==> src/rtl/board_renderer_pkg.sv <==
// ============================================================================
// board_renderer_pkg
// Shared geometry, region encoding, colour and piece-shape tables for the
// board renderer pipeline.
// Revision: 1.0 - initial release
// ============================================================================
`default_nettype none

package board_renderer_pkg;

  // Playfield: 10 x 20 cells of 20 px, inclusive-exclusive bounds
  localparam logic [9:0] BOARD_X0 = 10'd220;
  localparam logic [9:0] BOARD_X1 = 10'd420;
  localparam logic [9:0] BOARD_Y0 = 10'd40;
  localparam logic [9:0] BOARD_Y1 = 10'd440;
  localparam logic [9:0] CELL_PX  = 10'd20;

  // White ring hugging the playfield
  localparam logic [9:0] BORDER_W = 10'd2;
  localparam logic [9:0] RING_X0  = BOARD_X0 - BORDER_W;
  localparam logic [9:0] RING_X1  = BOARD_X1 + BORDER_W;
  localparam logic [9:0] RING_Y0  = BOARD_Y0 - BORDER_W;
  localparam logic [9:0] RING_Y1  = BOARD_Y1 + BORDER_W;

  // Preview boxes are 80 x 80 (4 x 4 cells)
  localparam logic [9:0] BOX_PX   = 10'd80;
  localparam logic [9:0] HOLD_X0  = 10'd100;
  localparam logic [9:0] HOLD_X1  = HOLD_X0 + BOX_PX;
  localparam logic [9:0] HOLD_Y0  = 10'd40;
  localparam logic [9:0] HOLD_Y1  = HOLD_Y0 + BOX_PX;
  localparam logic [9:0] NEXT_X0  = 10'd460;
  localparam logic [9:0] NEXT_X1  = NEXT_X0 + BOX_PX;
  localparam logic [9:0] NEXT_Y0  = 10'd40;
  localparam int         NEXT_PITCH = 90;
  localparam int         NUM_NEXT   = 4;

  localparam logic [11:0] RGB_BLACK  = 12'h000;
  localparam logic [11:0] RGB_BORDER = 12'hFFF;
  localparam logic [11:0] RGB_BG     = 12'h111;

  typedef enum logic [2:0] {
    REGION_BG     = 3'd0,
    REGION_BOARD  = 3'd1,
    REGION_BORDER = 3'd2,
    REGION_HOLD   = 3'd3,
    REGION_NEXT   = 3'd4
  } region_e;

  // Cell colour for each piece kind; kind 0 is an empty cell
  function automatic logic [11:0] kind_colour(input logic [2:0] k);
    case (k)
      3'd1:    return 12'h09D;
      3'd2:    return 12'h04F;
      3'd3:    return 12'hD90;
      3'd4:    return 12'hFF0;
      3'd5:    return 12'h0F3;
      3'd6:    return 12'h80C;
      3'd7:    return 12'hF00;
      default: return 12'h000;
    endcase
  endfunction

  // Spawn-orientation shape, bit (4*row + col) set where a block sits
  function automatic logic [15:0] kind_mask(input logic [2:0] k);
    case (k)
      3'd1:    return 16'h00F0;  // I
      3'd2:    return 16'h0071;  // J
      3'd3:    return 16'h0074;  // L
      3'd4:    return 16'h0660;  // O
      3'd5:    return 16'h0036;  // S
      3'd6:    return 16'h0072;  // T
      3'd7:    return 16'h0063;  // Z
      default: return 16'h0000;
    endcase
  endfunction

endpackage

`default_nettype wire

==> src/rtl/board_renderer_preview_cell.sv <==
// ============================================================================
// board_renderer_preview_cell
// Maps a local offset inside an 80x80 preview box plus a piece kind to a
// lit flag and the kind's colour.
// Revision: 1.0 - initial release
// ============================================================================
`default_nettype none

module board_renderer_preview_cell
  import board_renderer_pkg::*;
(
  input  logic [6:0]  local_x,
  input  logic [6:0]  local_y,
  input  logic [2:0]  kind,
  output logic        lit,
  output logic [11:0] colour
);

  logic [1:0]  col;
  logic [1:0]  row;
  logic [15:0] mask;

  // Pick the 20 px cell and test its bit in the kind's shape
  always_comb begin
    col    = 2'(local_x / 7'd20);
    row    = 2'(local_y / 7'd20);
    mask   = kind_mask(kind);
    lit    = mask[{row, col}];
    colour = kind_colour(kind);
  end

endmodule

`default_nettype wire

==> src/rtl/board_renderer.sv <==
// ============================================================================
// board_renderer
// Fixed 3-cycle pixel pipeline: S0 registers inputs, S1 classifies region and
// issues the board cell query, S2 resolves preview boxes, S3 registers rgb
// using the game core's kind response. Sync/visible ride a matching chain.
// Optional: define GRID_LINES_EN to draw 12'h222 grid lines on empty cells.
// Revision: 1.0 - initial release
// ============================================================================
`default_nettype none

module board_renderer
  import board_renderer_pkg::*;
#(
  parameter int LAT = 3
)(
  input  logic        clk,
  input  logic        reset_n,
  input  logic        visible,
  input  logic [9:0]  pixel_x,
  input  logic [9:0]  pixel_y,
  input  logic        hs_in,
  input  logic        vs_in,
  output logic [3:0]  board_x,
  output logic [4:0]  board_y,
  input  logic [2:0]  kind,
  input  logic [2:0]  hold,
  input  logic [2:0]  next0,
  input  logic [2:0]  next1,
  input  logic [2:0]  next2,
  input  logic [2:0]  next3,
  output logic [11:0] rgb,
  output logic        hs_out,
  output logic        vs_out
);

  if (LAT != 3) begin : g_lat_check
    $error("board_renderer: only LAT=3 is supported");
  end

  // Sync/visible chains: index 0 = S0 ... sync index 3 = output
  logic [3:0]  hs_d, hs_q, vs_d, vs_q;
  logic [2:0]  vis_d, vis_q;
  // S0
  logic [9:0]  x_s0_d, x_s0_q, y_s0_d, y_s0_q;
  logic [2:0]  hold_s0_d, hold_s0_q;
  logic [11:0] next_s0_d, next_s0_q;
  // S1
  region_e     region_s1_d, region_s1_q;
  logic [2:0]  hold_s1_d, hold_s1_q, nextk_s1_d, nextk_s1_q;
  logic [6:0]  lx_s1_d, lx_s1_q, ly_s1_d, ly_s1_q;
  logic [3:0]  board_x_d, board_x_q;
  logic [4:0]  board_y_d, board_y_q;
  // S2
  region_e     region_s2_d, region_s2_q;
  logic [11:0] prev_s2_d, prev_s2_q;
  // S3
  logic [11:0] rgb_d, rgb_q;
`ifdef GRID_LINES_EN
  logic        grid_s1_d, grid_s1_q, grid_s2_d, grid_s2_q;
`endif

  // S1 classification scratch
  logic        in_board, in_ring, in_hold, in_next_x, nxt_hit;
  logic [1:0]  nxt_sel;
  logic [9:0]  nxt_y0, box_y0, bx_off, by_off;
  // Preview lookups
  logic        hold_lit, next_lit;
  logic [11:0] hold_colour, next_colour;

  // S0 capture and sync/visible chain shift
  always_comb begin
    x_s0_d    = pixel_x;
    y_s0_d    = pixel_y;
    hold_s0_d = hold;
    next_s0_d = {next3, next2, next1, next0};
    hs_d      = {hs_q[2:0], hs_in};
    vs_d      = {vs_q[2:0], vs_in};
    vis_d     = {vis_q[1:0], visible};
  end

  // S1: region classification, board query and preview-local offsets
  always_comb begin
    in_board  = (x_s0_q >= BOARD_X0) && (x_s0_q < BOARD_X1) &&
                (y_s0_q >= BOARD_Y0) && (y_s0_q < BOARD_Y1);
    in_ring   = (x_s0_q >= RING_X0) && (x_s0_q < RING_X1) &&
                (y_s0_q >= RING_Y0) && (y_s0_q < RING_Y1) && !in_board;
    in_hold   = (x_s0_q >= HOLD_X0) && (x_s0_q < HOLD_X1) &&
                (y_s0_q >= HOLD_Y0) && (y_s0_q < HOLD_Y1);
    in_next_x = (x_s0_q >= NEXT_X0) && (x_s0_q < NEXT_X1);
    nxt_hit   = 1'b0;
    nxt_sel   = 2'd0;
    nxt_y0    = NEXT_Y0;
    box_y0    = NEXT_Y0;
    for (int i = 0; i < NUM_NEXT; i++) begin
      box_y0 = NEXT_Y0 + 10'(NEXT_PITCH * i);
      if (!nxt_hit && in_next_x && (y_s0_q >= box_y0) && (y_s0_q < box_y0 + BOX_PX)) begin
        nxt_hit = 1'b1;
        nxt_sel = 2'(i);
        nxt_y0  = box_y0;
      end
    end
    // Offsets are formed only once the compare has passed, so no wrap leaks out
    bx_off    = in_board ? (x_s0_q - BOARD_X0) : 10'd0;
    by_off    = in_board ? (y_s0_q - BOARD_Y0) : 10'd0;
    board_x_d = in_board ? 4'(bx_off / CELL_PX) : board_x_q;
    board_y_d = in_board ? 5'(by_off / CELL_PX) : board_y_q;
`ifdef GRID_LINES_EN
    grid_s1_d = in_board && (((bx_off % CELL_PX) == 10'd0) || ((by_off % CELL_PX) == 10'd0));
`endif
    hold_s1_d  = hold_s0_q;
    nextk_s1_d = next_s0_q[3*nxt_sel +: 3];
    lx_s1_d    = 7'd0;
    ly_s1_d    = 7'd0;
    if (in_board) begin
      region_s1_d = REGION_BOARD;
    end else if (in_ring) begin
      region_s1_d = REGION_BORDER;
    end else if (in_hold) begin
      region_s1_d = REGION_HOLD;
      lx_s1_d     = 7'(x_s0_q - HOLD_X0);
      ly_s1_d     = 7'(y_s0_q - HOLD_Y0);
    end else if (nxt_hit) begin
      region_s1_d = REGION_NEXT;
      lx_s1_d     = 7'(x_s0_q - NEXT_X0);
      ly_s1_d     = 7'(y_s0_q - nxt_y0);
    end else begin
      region_s1_d = REGION_BG;
    end
  end

  board_renderer_preview_cell u_hold_preview (
    .local_x (lx_s1_q),
    .local_y (ly_s1_q),
    .kind    (hold_s1_q),
    .lit     (hold_lit),
    .colour  (hold_colour)
  );

  board_renderer_preview_cell u_next_preview (
    .local_x (lx_s1_q),
    .local_y (ly_s1_q),
    .kind    (nextk_s1_q),
    .lit     (next_lit),
    .colour  (next_colour)
  );

  // S2: settle preview colour so S3 only has to merge in the board kind
  always_comb begin
    region_s2_d = region_s1_q;
    if (region_s1_q == REGION_HOLD) begin
      prev_s2_d = hold_lit ? hold_colour : RGB_BLACK;
    end else begin
      prev_s2_d = next_lit ? next_colour : RGB_BLACK;
    end
`ifdef GRID_LINES_EN
    grid_s2_d = grid_s1_q;
`endif
  end

  // S3: final colour; kind arrives now for the query issued in S1
  always_comb begin
    rgb_d = RGB_BLACK;
    if (vis_q[2]) begin
      case (region_s2_q)
        REGION_BOARD: begin
          if (kind != 3'd0) begin
            rgb_d = kind_colour(kind);
          end else begin
`ifdef GRID_LINES_EN
            rgb_d = grid_s2_q ? 12'h222 : RGB_BLACK;
`else
            rgb_d = RGB_BLACK;
`endif
          end
        end
        REGION_BORDER: rgb_d = RGB_BORDER;
        REGION_HOLD,
        REGION_NEXT:   rgb_d = prev_s2_q;
        default:       rgb_d = RGB_BG;
      endcase
    end
  end

  // Pipeline registers; reset drops in-flight pixels and parks sync inactive
  always_ff @(posedge clk or negedge reset_n) begin
    if (!reset_n) begin
      hs_q        <= '1;
      vs_q        <= '1;
      vis_q       <= '0;
      x_s0_q      <= '0;
      y_s0_q      <= '0;
      hold_s0_q   <= '0;
      next_s0_q   <= '0;
      region_s1_q <= REGION_BG;
      hold_s1_q   <= '0;
      nextk_s1_q  <= '0;
      lx_s1_q     <= '0;
      ly_s1_q     <= '0;
      board_x_q   <= '0;
      board_y_q   <= '0;
      region_s2_q <= REGION_BG;
      prev_s2_q   <= '0;
      rgb_q       <= '0;
`ifdef GRID_LINES_EN
      grid_s1_q   <= 1'b0;
      grid_s2_q   <= 1'b0;
`endif
    end else begin
      hs_q        <= hs_d;
      vs_q        <= vs_d;
      vis_q       <= vis_d;
      x_s0_q      <= x_s0_d;
      y_s0_q      <= y_s0_d;
      hold_s0_q   <= hold_s0_d;
      next_s0_q   <= next_s0_d;
      region_s1_q <= region_s1_d;
      hold_s1_q   <= hold_s1_d;
      nextk_s1_q  <= nextk_s1_d;
      lx_s1_q     <= lx_s1_d;
      ly_s1_q     <= ly_s1_d;
      board_x_q   <= board_x_d;
      board_y_q   <= board_y_d;
      region_s2_q <= region_s2_d;
      prev_s2_q   <= prev_s2_d;
      rgb_q       <= rgb_d;
`ifdef GRID_LINES_EN
      grid_s1_q   <= grid_s1_d;
      grid_s2_q   <= grid_s2_d;
`endif
    end
  end

  assign board_x = board_x_q;
  assign board_y = board_y_q;
  assign rgb     = rgb_q;
  assign hs_out  = hs_q[3];
  assign vs_out  = vs_q[3];

endmodule

`default_nettype wire

==> config.mk <==
export PLATFORM = sky130hd
export DESIGN_NAME = board_renderer
export DESIGN_NICKNAME = d
export VERILOG_FILES = /design/src/rtl/board_renderer_pkg.sv /design/src/rtl/board_renderer_preview_cell.sv /design/src/rtl/board_renderer.sv
export SDC_FILE = /design/constraint.sdc
export NUM_CORES = 1
export LEC_CHECK = 0
export ABC_AREA = 1
export CAP_MARGIN = 30
export CORE_MARGIN = 5
export CORE_UTILIZATION = 62
export DETAILED_ROUTE_END_ITERATION = 12
export DONT_BUFFER_PORTS = 1
export PLACE_DENSITY = 0.77
export SETUP_SLACK_MARGIN = 0.15
export SYNTH_ARGS = -nofsm -noshare
export SYNTH_HDL_FRONTEND = slang
export SYNTH_SLANG_ARGS = --single-unit
==> constraint.sdc <==
create_clock -name clk -period 4.4 [get_ports clk]
set_clock_uncertainty 0.2 [all_clocks]
set_input_delay 1.1 -clock clk [delete_from_list [all_inputs] [get_ports clk]]
set_output_delay 1.1 -clock clk [all_outputs]
set_load 0.01 [all_outputs]
Word-level counts from Yosys, hierarchy flattened:

Index checks and enable logic that the tools add are counted.

* add/sub/neg operators: 5
* multipliers: 1
* divide/modulo/power cells: 4
* magnitude comparators: 20
* eq/ne operators: 26
* shift-type cells: 1
* muxes and demuxes: 39
* bitwise gates (word level): 0
* reductions and logical operators: 28

Operators with widths (count)
* case mux 12 bit (7 select lines): 3
* case mux 11 bit (7 select lines): 2
* two-way mux 7 bit: 10
* less-than comparator 10 x 9 -> 1 bit, second input constant: 6
* two-way mux 12 bit: 5
* >= comparator 10 x 8 -> 1 bit, second input constant: 4
* equality test 3 bit, second input constant: 13
* case mux 12 bit (3 select lines): 1
* equality test 3 x 2 -> 1 bit, second input constant: 9
* logical AND 1 bit: 22
* divider 10 x 5 -> 10 bit, second input constant: 2
* >= comparator 10 x 6 -> 1 bit, second input constant: 2
* >= comparator 10 x 9 -> 1 bit, second input constant: 2
* less-than comparator 10 x 8 -> 1 bit, second input constant: 2
* two-way mux 10 bit: 2
* divider 7 x 5 -> 7 bit, second input constant: 2
* subtractor 7 bit, second input constant: 2
* equality test 3 x 1 -> 1 bit, second input constant: 4
* two-way mux 3 bit: 4
* indexed part select 12 x 5 -> 3 bit: 1
* >= comparator 10 x 7 -> 1 bit, second input constant: 1
* less-than comparator 10 bit, second input constant: 1
* less-than comparator 10 x 7 -> 1 bit, second input constant: 1
* subtractor 10 x 6 -> 10 bit, second input constant: 1
* other kinds (11): 22

* flip-flop bits (word level): 105
* latch bits: 0
* memory bits (writable): 0
* memory bits (read-only): 0
* input port bits: 43
* output and inout port bits: 23
* memories kept: 0

Logic depth before layout (Yosys ltp):

Gate-level depths: netlist of run 1.

* depth in word-level cells: 25
* gate-level depth with buffers: 25

Cells and area by module:

Synthesis of run 1 repeated with hierarchy kept, for this count alone.

* cells, all modules: 764
* area total of the unflattened synthesis: 6023.3 µm²

By module, submodules not included
* board_renderer: instances 1, cells an instance 578, area each 5137.4 µm², seq. area each 2637.5 µm²
* board_renderer_preview_cell: instances 2, cells an instance 93, area each 442.9 µm², seq. area each 0.0 µm²

Worst setup path before layout of run 1:

No wires, ideal clock.

* kind: flip-flop to flip-flop
* start: register x_s0_q[2]
* end: register ly_s1_q[6]
* setup time: 0.133 ns
* arrival time: 3.193 ns
* slack: 0.874 ns
* cell stages (with the launch flop): 21
* period minus slack after synthesis: 3.526 ns
* cells stage by stage: dfrtp_1 -> ha_1 -> nand2_1 -> nand2_1 -> nor2_1 -> a21oi_1 -> a211oi_2 -> nand2_1 -> nand3_1 -> nor2_1 -> nor2_1 -> inv_1 -> ha_1 -> a21oi_1 -> o21ai_0 -> nand2_1 -> nand2_1 -> a21oi_1 -> xor2_1 -> xnor2_1 -> o21ai_0

* cells in the longest elaborated chain, start to end: 25

RTL lines
* start: declaration: line board_renderer.sv:44 `logic [9:0] x_s0_d, x_s0_q, y_s0_d, y_s0_q;`
* start signal: assignment: line board_renderer.sv:212 `x_s0_q <= x_s0_d;`
* >= comparator 10 x 9 -> 1 bit / less-than comparator 10 bit (equally long branches): line board_renderer.sv:89 `in_next_x = (x_s0_q >= NEXT_X0) && (x_s0_q < NEXT_X1);`
* logical AND 1 bit: line board_renderer.sv:89
* logical AND 1 bit (2 in series): line board_renderer.sv:96 `if (!nxt_hit && in_next_x && (y_s0_q >= box_y0) && (y_s0_q < box_y0 + BOX_PX)) begin`
* two-way mux 1 bit: line board_renderer.sv:96
* zero test 1 bit: line board_renderer.sv:96
* logical AND 1 bit (3 in series): line board_renderer.sv:96
* two-way mux 1 bit: line board_renderer.sv:96
* zero test 1 bit: line board_renderer.sv:96
* [... 5 more ...]
* logical AND 1 bit (3 in series): line board_renderer.sv:96
* two-way mux 7 bit: line board_renderer.sv:96
* subtractor 7 bit: line board_renderer.sv:125 `ly_s1_d = 7'(y_s0_q - nxt_y0);`
* two-way mux 7 bit: line board_renderer.sv:122 `end else if (nxt_hit) begin`
* two-way mux 7 bit: line board_renderer.sv:118 `end else if (in_hold) begin`
* two-way mux 7 bit: line board_renderer.sv:116 `end else if (in_ring) begin`
* two-way mux 7 bit *: line board_renderer.sv:114 `if (in_board) begin`
* via ly_s1_d[6]: line board_renderer.sv:50 `logic [6:0] lx_s1_d, lx_s1_q, ly_s1_d, ly_s1_q;`
* end signal: assignment: line board_renderer.sv:220 `ly_s1_q <= ly_s1_d;`
* end: declaration: line board_renderer.sv:50

Mark *: on every way through the listed nets, which the timed path passes. The rest lies on a longest branch.
A chain may end at the register's enable or synchronous reset.

Worst setup path after layout of run 1:

Ends and elaborated chain as after synthesis.

==> flow_summary.json, run 1 <==
{
  "hold_slack_ns": 0.156,
  "final.fill_count": 735,
  "setup_tns_ns": 0,
  "timing.final.crit_share_pct": 87.5,
  "min_path_type": "reg -> reg",
  "num_io_pins": 66,
  "synthTopCellsByArea": "dfrtp_1 (42%), nand2_1 (9.2%), nand3_1 (5.9%), inv_1 (5.9%), dfstp_2 (3.9%)",
  "clkLatencyLatePin_ns": 0.37,
  "ctsHtreeMaxLevel": 3,
  "io_buffers": 0,
  "avgViaCountPerCell": 5.51,
  "syn_area_per_cell_sq_um": 8.20,
  "final_util_pct": 66.4,
  "slew_viol_final": 0,
  "grt_pass1_wl_mm": 17.8,
  "netlist.area_leader.share_pct": 42.2,
  "cts_tree": "done",
  "dp_hpwl_mm": 8.04,
  "numCtsBuffers": 9,
  "drtIter0Drc": 250,
  "antenna_cells": 0,
  "yosysTopAreaCell": "dfrtp_1",
  "grt_usage_pct": 21.1,
  "power_density_nw_per_um2": 346,
  "clk_pin_slew_ns": 0.09,
  "setup_viol": 0,
  "timing.fmax_ghz": 0.260,
  "gp_congestion": 0.987,
  "grt_max_degree": 100,
  "fp.coreArea_sq_um": 8590,
  "num_vias": 4268,
  "end_kind": "flop",
  "worstSetupPathType": "reg -> reg",
  "rsz0062_at_grt": "false",
  "min_period_ns": 3.85,
  "antenna_found_initial": 0,
  "dieArea_sq_um": 10700,
  "max-cap-violations": 0,
  "yosysWarnings": 0,
  "yosysUniqueCellTypes": 53,
  "clock_sinks": 99,
  "cts_max_path_buffers": 2,
  "first_pass_iters": 5,
  "syn2layout_area_growth_pct": 5.68,
  "synth_seq_cells": 99,
  "dp.cells": 758,
  "synthCells": 659,
  "timing.final.ws_setup_ns": 0.551,
  "start_kind": "flop",
  "tightestPinTransition_ns": 0.548,
  "dieHeight_microns": 103,
  "grt_pass1_vias": 3997,
  "required_ns": 4.44,
  "clockRootBuffer": "clkbuf_8",
  "drc": 0,
  "r2r_cells": 18,
  "drt_wl_total_mm": 10.5,
  "syn-num-nets": 718,
  "rows": 34,
  "ir_drop_mv": 0.229,
  "drive_gt1_share_pct": 12.4,
  "initial_core_util_pct": 62.9,
  "path_max_fanout": 8,
  "stdcell_count": 775,
  "p_leak_nw": 2.93,
  "syn_area_sq_um": 5400,
  "ant_nets": 0,
  "routedWlPerCell_microns": 13.6,
  "relSlewSlack_pct": 63.2,
  "synth-seq-area-share_pct": 46.1,
  "status": "complete, no violations",
  "place_ws_ns": 0.317,
  "grt_overflow_total": 0,
  "final_net_count": 721,
  "holdPathStages": 0,
  "critPathArrivalTime_ns": 3.89,
  "chipWidth_microns": 103,
  "hold_viol_final": 0
}
==> cell type report <==
type	instances	area (sq um)	area share [%]
multi-input cells	453	2500	43.9
well taps	108	135	2.37
inverters	98	369	6.47
flip-flops and latches	99	2490	43.6
repair buffers	1	7.51	0.132
clock inverters	5	62.6	1.10
clock buffers	11	141	2.48
==> flip-flops by register name, summed over array words and instances, names as in the netlist, 4 cells and up <==
signal	flops
lx_s1_q	7
prev_s2_q	9
hs_q	4
rgb	11
board_y	5
ly_s1_q	5
next_s0_q	12
x_s0_q	10
vs_q	4
board_x	4
y_s0_q	10
==> logic make-up after synthesis <==
family	after synthesis	share of synthesized area, %
AOI/OAI and AO/OA	111	12.3
buffers and inverters	107	7.71
DFF	99	46.1
and+or+nand+nor	310	27.3
adders and majority gates	16	3.85
xor gates and xnor gates	16	2.73
==> repair_timing <==
| item | CTS | global route |
|---|---|---|
| buffers inserted | 0 | 1 |
| gates resized for setup | 0 | 3 |
| endpoints found under the setup margin | 0 | 2 |
| hold buffers | 0 | 0 |
==> Yosys cell counts (all sizes together) <==
cell,count
a21oi,34
o311ai,1
ha,15
a31oi,1
nand4,10
o32ai,1
clkinv,2
o31ai,2
nor2,61
o211ai,5
o41ai,3
xor2,13
a211oi,2
buf,4
nor3,9
o21ai,47
dfrtp,91
xnor2,3
nand2,148
or2,3
clkbuf,5
and3,1
o22ai,9
fa,1
o21a,2
nand3,69
dfstp,8
inv,96
nor3b,1
nand3b,5
a221o,1
a22o,1
a31o,1
nor4,3
o2111ai,1
==> routing by layer <==
layer	part of all wire, %	vias up	GRT usage (%)
li1	-	2161	-
met1	46	1963	27.9
met2	46	121	34.0
met3	5.3	23	4.49
met4	2.3	0	8.17
met5	0	-	0
==> worst paths after layout <==
path	startpoint	endpoint	slack, ns
min	hs_q[0]	hs_q[1]	0.16
max	x_s0_q[2]	ly_s1_q[6]	0.55
min in group asynchronous	reset_n	x_s0_q[4]	0.21
max in group asynchronous	reset_n	vs_q[0]	3.61
min reg2reg	hs_q[0]	hs_q[1]	0.16
max reg2reg	x_s0_q[2]	ly_s1_q[6]	0.55
==> worst max-delay path: stages (launching register included) <==
cell	delay, ns
dfrtp_1	0.46
ha_1	0.27
nor3_1	0.38
a211oi_2	0.13
buf_4	0.17
nand2_1	0.13
nand3_1	0.12
nor2_1	0.31
nor2_4	0.10
inv_1	0.20
ha_1	0.32
a21oi_1	0.14
o21ai_1	0.11
nand2_1	0.07
nand2_1	0.05
a21oi_1	0.15
xor2_1	0.19
xnor2_1	0.13
o21ai_0	0.09
==> power by group <==
group	switching (mW)	internal (mW)	leakage (nW)
registers	0.0689	0.993	1.22
logic	0.210	0.114	1.61
clock network	0.306	0.282	0.101
==> placed cells by master, fill, tap and decap left out, types with 8 or more instances in the layout <==
cell type,n
nand2_1,132
dfrtp_1,91
inv_1,85
nand3_1,64
nor2_1,49
o21ai_0,38
a21oi_1,32
ha_1,15
nand2_2,14
xor2_1,12
inv_2,11
clkbuf_8,10
nor3_1,9
nand4_1,9
o22ai_1,9
dfstp_2,8
==> per-stage QoR <==
step                instance area [sq um]  total power, mW
finish                               5710             1.97
floorplan                            5400             1.33
CTS                                  5690             1.99
detailed placement                   5490             1.40
global placement                     5490             1.39
global route                         5710             2.08
No activity file was read; power rests on OpenSTA's default activity.
==> run 2, diff against run 1 <==
CELL_PAD_IN_SITES_DETAIL_PLACEMENT = 0   (was not set)
CELL_PAD_IN_SITES_GLOBAL_PLACEMENT = 1   (was not set)
CORE_UTILIZATION = 48   (was 62)
PLACE_DENSITY = 0.79   (was 0.77)
==> run 2 against run 1 <==
Design area increased by 2.3%. Register-to-register slack hardly changed. Routed wire length rose by 6.8%. Die area up 26%. Sequential power is essentially flat. Combinational power about the same. Sequential cell count unchanged. First-iteration DRC count grew 51%. Setup slack gained 0.0075 ns. Sequential share of layout area decreased by 0.99 points. Power increased by 8.2%. Clock power grew 27%. Critical path type unchanged. Largest power group unchanged.
==> flow_summary.json, run 2 (synthesis results as in run 1) <==
{
  "status": "complete, no violations",
  "avgViaCountPerCell": 5.26,
  "dieHeight_microns": 116,
  "busiest_layer": "met2",
  "dp_hpwl_mm": 8.51,
  "antenna_cells": 0,
  "first_pass_iters": 5,
  "grt_overflow_total": 0,
  "setup_tns_ns": 0,
  "final_net_count": 722,
  "hold_viol_final": 0,
  "clockRootBuffer": "clkbuf_16",
  "reg2reg_slack_ns": 0.56,
  "drt_wl_total_mm": 11.3,
  "p_leak_nw": 2.98,
  "drive_gt1_share_pct": 13.0,
  "power_density_nw_per_um2": 365,
  "critical_path.top_delay_family": "simple AND/OR/NAND/NOR gates",
  "numCtsBuffers": 9,
  "crit_top_cell": "nand2_1",
  "rows": 38,
  "tightestPinTransition_ns": 0.544,
  "largest_reg_flops": 12,
  "hold_slack_ns": 0.152,
  "clock_sinks": 99,
  "num_vias": 4252,
  "max-cap-violations": 0,
  "initial_core_util_pct": 49.4,
  "end_kind": "flop",
  "io_buffers": 0,
  "setup_viol": 0,
  "clk_pin_slew_ns": 0.07,
  "multi_input_area_sq_um": 2510,
  "min_period_ns": 3.84,
  "final_cell_mix": "nand2_1 (131), dfrtp_1 (91), inv_1 (85)",
  "slowest_stage": "dfrtp_1",
  "relSlewSlack_pct": 63.4,
  "grt_usage_pct": 17.9,
  "timing.fmax_ghz": 0.260,
  "dieArea_sq_um": 13500,
  "drc": 0,
  "layout_commonest_cell": "nand2_1",
  "met1_usage_pct": 24.3,
  "routedWlPerCell_microns": 13.9,
  "drtIter0Drc": 377,
  "crit_path_max_incr_delay_ns": 0.46,
  "critical_path_buf_inv_count": 2,
  "seqCellArea_sq_um": 2490,
  "ctsHtreeMaxLevel": 3,
  "syn2layout_area_growth_pct": 8.13,
  "num_io_pins": 66,
  "grt_max_degree": 100,
  "chipWidth_microns": 116,
  "critPathArrivalTime_ns": 3.86,
  "grt_pass1_wl_mm": 19.1,
  "required_ns": 4.41,
  "cts_tree": "done",
  "path_max_fanout": 8,
  "ir_drop_mv": 0.310,
  "grt_pass1_vias": 4103,
  "grt_use_met3_pct": 4.65,
  "use_met2_pct": 28.1,
  "min_path_type": "reg -> reg",
  "fp.coreArea_sq_um": 10900,
  "start_kind": "flop",
  "worstSetupPathType": "reg -> reg",
  "worstPathCellList": "ha_1 > nand2_1 > nand2_1 > nor2_1 > a21oi_1 > a211oi_2 > buf_4 > nand3_1 > nand3_1 > nor2_2 > nor2_4 > inv_1 > ha_1 > a21oi_1 > o21ai_0 > nand2_1 > nand2_1 > a21oi_1 > xor2_1 > xnor2_1 > o21ai_0",
  "rsz0062_at_grt": "false",
  "antenna_found_initial": 0,
  "slew_viol_final": 0,
  "clkLatencyLatePin_ns": 0.35,
  "timing.final.crit_share_pct": 87.3,
  "final.fill_count": 1038,
  "ant_nets": 0,
  "gp_congestion": 0.899,
  "largest_register": "next_s0_q",
  "cts_max_path_buffers": 2
}
[run 2: changes by cell type in the layout (fill, tap and decap cells not counted), sizes merged]
cell	change
buf	+1
inv	+3
clkinvlp	-1
clkbuf	-1
bufinv	-1
[run 2: per-stage QoR]
stage,power (mW),setup slack (ns),cell area [sq um],utilization [%],std cells
3_5_place_dp,1.40,0.265,5530,50.6,790
6_report,2.13,0.558,5840,53.4,808
3_3_place_gp,1.40,0.420,5530,50.6,790
4_1_cts,2.16,0.223,5810,53.2,806
2_1_floorplan,1.33,0.874,5400,-,659
5_1_grt,2.26,0.182,5840,53.4,808
[run 2: worst register-to-register path: stages (launching register included)]
cell and delay (ns):
dfrtp_1 0.46, ha_1 0.27, nand2_1 0.07, nand2_1 0.09
nor2_1 0.14, a21oi_1 0.09, a211oi_2 0.19, buf_4 0.17
nand3_1 0.12, nand3_1 0.15, nor2_2 0.09, nor2_4 0.16
inv_1 0.16, ha_1 0.36, a21oi_1 0.15, o21ai_0 0.15
nand2_1 0.09, nand2_1 0.05, a21oi_1 0.15, xor2_1 0.19
xnor2_1 0.13, o21ai_0 0.09
[run 2: power breakdown]
part | internal (mW) | switching, mW | leakage (nW)
clock | 0.405 | 0.339 | 0.144
combinational | 0.114 | 0.212 | 1.62
sequential | 0.994 | 0.0706 | 1.22
[run 2: repair_timing]
item,4_1_cts,5_1_grt
hold buffers,0,0
setup buffers,0,2
gates resized for setup,0,4
setup endpoints to repair,0,2
[run 2: area by class of cell]
| type | instances | area share, % |
|---|---|---|
| sequential | 99 | 42.6 |
| multi-input combinational | 453 | 43.0 |
| inverter | 98 | 6.32 |
| clock inverter | 6 | 0.771 |
| timing repair buffer | 2 | 0.257 |
| clock buffer | 10 | 4.09 |
| tap | 140 | 3.00 |
[run 2: final timing paths]
kind                         startpoint  cells past startpoint            to
max in group asynchronous       reset_n                      0       hs_q[0]
hold / removal             hold_s0_q[1]                      0  hold_s1_q[1]
setup / recovery              x_s0_q[2]                     21    ly_s1_q[6]
min in group asynchronous       reset_n                      0        rgb[6]
hold reg to reg            hold_s0_q[1]                      0  hold_s1_q[1]
setup reg to reg              x_s0_q[2]                     21    ly_s1_q[6]
[run 2: per-layer routing]
layer / up-vias / routed length [microns]
li1: 2159 / -
met4: 0 / 157
met2: 124 / 5230
met3: 13 / 578
met1: 1956 / 5300
met5: - / 0
==> run 3, diff against run 2 <==
CORE_MARGIN = 2   (was 5)
==> run 3 against run 2 <==
First-iteration DRC count shrank 37%. Clock power shrank 27%. Setup slack gained 0.027 ns. Critical path type unchanged.
==> flow_summary.json, run 3 (synthesis results as in run 1) <==
{
  "p_leak_nw": 2.93,
  "final_util_pct": 52.6,
  "power_density_nw_per_um2": 337,
  "gp_congestion": 0.901,
  "layout_commonest_cell": "nand2_1",
  "grt_pass1_vias": 4138,
  "setup_viol": 0,
  "final_cell_mix": "nand2_1 (131), dfrtp_1 (91), inv_1 (85)",
  "clkLatencyLatePin_ns": 0.38,
  "path_max_fanout": 8,
  "cts_max_path_buffers": 2,
  "num_io_pins": 66,
  "final.fill_count": 1051,
  "rows": 38,
  "timing.final.crit_share_pct": 86.7,
  "first_pass_iters": 4,
  "dp_hpwl_mm": 8.74,
  "ctsHoldBuffers": 0,
  "hold_viol_final": 0,
  "drtIter0Drc": 237,
  "cts_tree": "done",
  "setup_tns_ns": 0,
  "syn2layout_area_growth_pct": 6.12,
  "place_area_sq_um": 5540,
  "final_net_count": 723,
  "crit_path_max_incr_delay_ns": 0.46,
  "largest_reg_flops": 12,
  "multi_input_area_sq_um": 2500,
  "clockRootBuffer": "clkbuf_8",
  "min_period_ns": 3.81,
  "clock_sinks": 99,
  "tightestPinTransition_ns": 0.535,
  "timing.final.ws_setup_ns": 0.586,
  "crit_top_cell": "nand2_1",
  "drc": 0,
  "io_buffers": 0,
  "rsz0062_at_grt": "false",
  "chipWidth_microns": 110,
  "required_ns": 4.45,
  "fp.coreArea_sq_um": 10900,
  "worstSetupPathType": "reg -> reg",
  "timing.fmax_ghz": 0.262,
  "postLayoutCellArea_sq_um": 5730,
  "rr_startpoint": "x_s0_q[2]",
  "numCtsBuffers": 9,
  "holdPathStages": 0,
  "rr_endpoint": "ly_s1_q[6]",
  "ctsHtreeMaxLevel": 3,
  "grt_pass1_wl_mm": 19.4,
  "r2r_cells": 21,
  "drive_gt1_share_pct": 12.7,
  "largest_register": "next_s0_q",
  "relSlewSlack_pct": 64.1,
  "grt_overflow_total": 0,
  "slew_viol_final": 0,
  "max-cap-violations": 0,
  "dieArea_sq_um": 12100,
  "clk_pin_slew_ns": 0.10,
  "min_to": "hold_s1_q[0]",
  "end_kind": "flop",
  "status": "complete, no violations",
  "critPathArrivalTime_ns": 3.87,
  "grt_max_degree": 100,
  "start_kind": "flop",
  "worstPathCellList": "ha_1 > nand2_1 > nand2_1 > nor2_1 > a21oi_1 > a211oi_2 > buf_4 > nand3_1 > nand3_1 > nor2_1 > nor2_1 > inv_1 > ha_1 > a21oi_1 > o21ai_0 > nand2_1 > nand2_1 > a21oi_1 > xor2_1 > xnor2_1 > o21ai_0",
  "place_ws_ns": 0.558,
  "hold_start": "hold_s0_q[0]",
  "seqCellArea_sq_um": 2490,
  "ir_drop_mv": 0.261,
  "drt_wl_total_mm": 11.6,
  "grt_usage_pct": 20.8,
  "antenna_found_initial": 1,
  "reg2reg_slack_ns": 0.59,
  "dieHeight_microns": 110,
  "num_vias": 4297,
  "routedWlPerCell_microns": 14.3,
  "hold_slack_ns": 0.147,
  "min_path_type": "reg -> reg",
  "initial_core_util_pct": 49.6,
  "slowest_stage": "dfrtp_1",
  "ant_nets": 0,
  "avgViaCountPerCell": 5.30
}
## run 3: stage by stage
| step | std cells | power (mW) |
|---|---|---|
| finish | 810 | 1.93 |
| global route | 809 | 2.07 |
| CTS | 807 | 1.97 |
| detailed placement | 791 | 1.41 |
| global placement | 791 | 1.40 |
| floorplan | 659 | 1.33 |
## run 3: final cells by class
class                   count  share of cell area (%)
diodes                      1                  0.0437
well taps                 140                    3.06
clock inverters             6                   0.830
multi-input cells         453                    43.6
clock buffers              10                    2.23
repair buffers              3                   0.393
inverters                  98                    6.44
flip-flops and latches     99                    43.4
## run 3: worst max path at each step
stage	startpoint	end
2_1_floorplan	x_s0_q[2]	ly_s1_q[6]
3_3_place_gp	x_s0_q[2]	ly_s1_q[6]
3_5_place_dp	x_s0_q[2]	ly_s1_q[6]
4_1_cts	x_s0_q[2]	ly_s1_q[6]
5_1_grt	x_s0_q[2]	ly_s1_q[6]
6_report	x_s0_q[2]	ly_s1_q[6]
## run 3: where the power goes
part | switching (mW) | internal, mW | total (mW)
logic | 0.213 | 0.115 | 0.328
clock network | 0.330 | 0.212 | 0.542
registers | 0.0703 | 0.993 | 1.06
## run 3: critical path, delay by kind of cell (launching register included)
family                     cells  cell delay [ns]
AOI/OAI and AO/OA              6             0.82
xor gates and xnor gates       2             0.32
adders and majority gates      2             0.63
buffers and inverters          2             0.30
DFF                            1             0.46
and+or+nand+nor                9             0.93
## run 3: metal layers
metal / track usage (%) / vias up / share of wire (%)
li1: - / 2171 / -
met1: 26.6 / 1996 / 45
met2: 34.5 / 115 / 49
met3: 4.59 / 15 / 4.4
met4: 8.23 / 0 / 1.8
met5: 0 / - / 0
## run 3: what timing repair did
| item | in CTS | in global routing |
|---|---|---|
| buffers inserted | 0 | 2 |
| resized for setup | 0 | 1 |
| setup endpoints to repair | 0 | 1 |
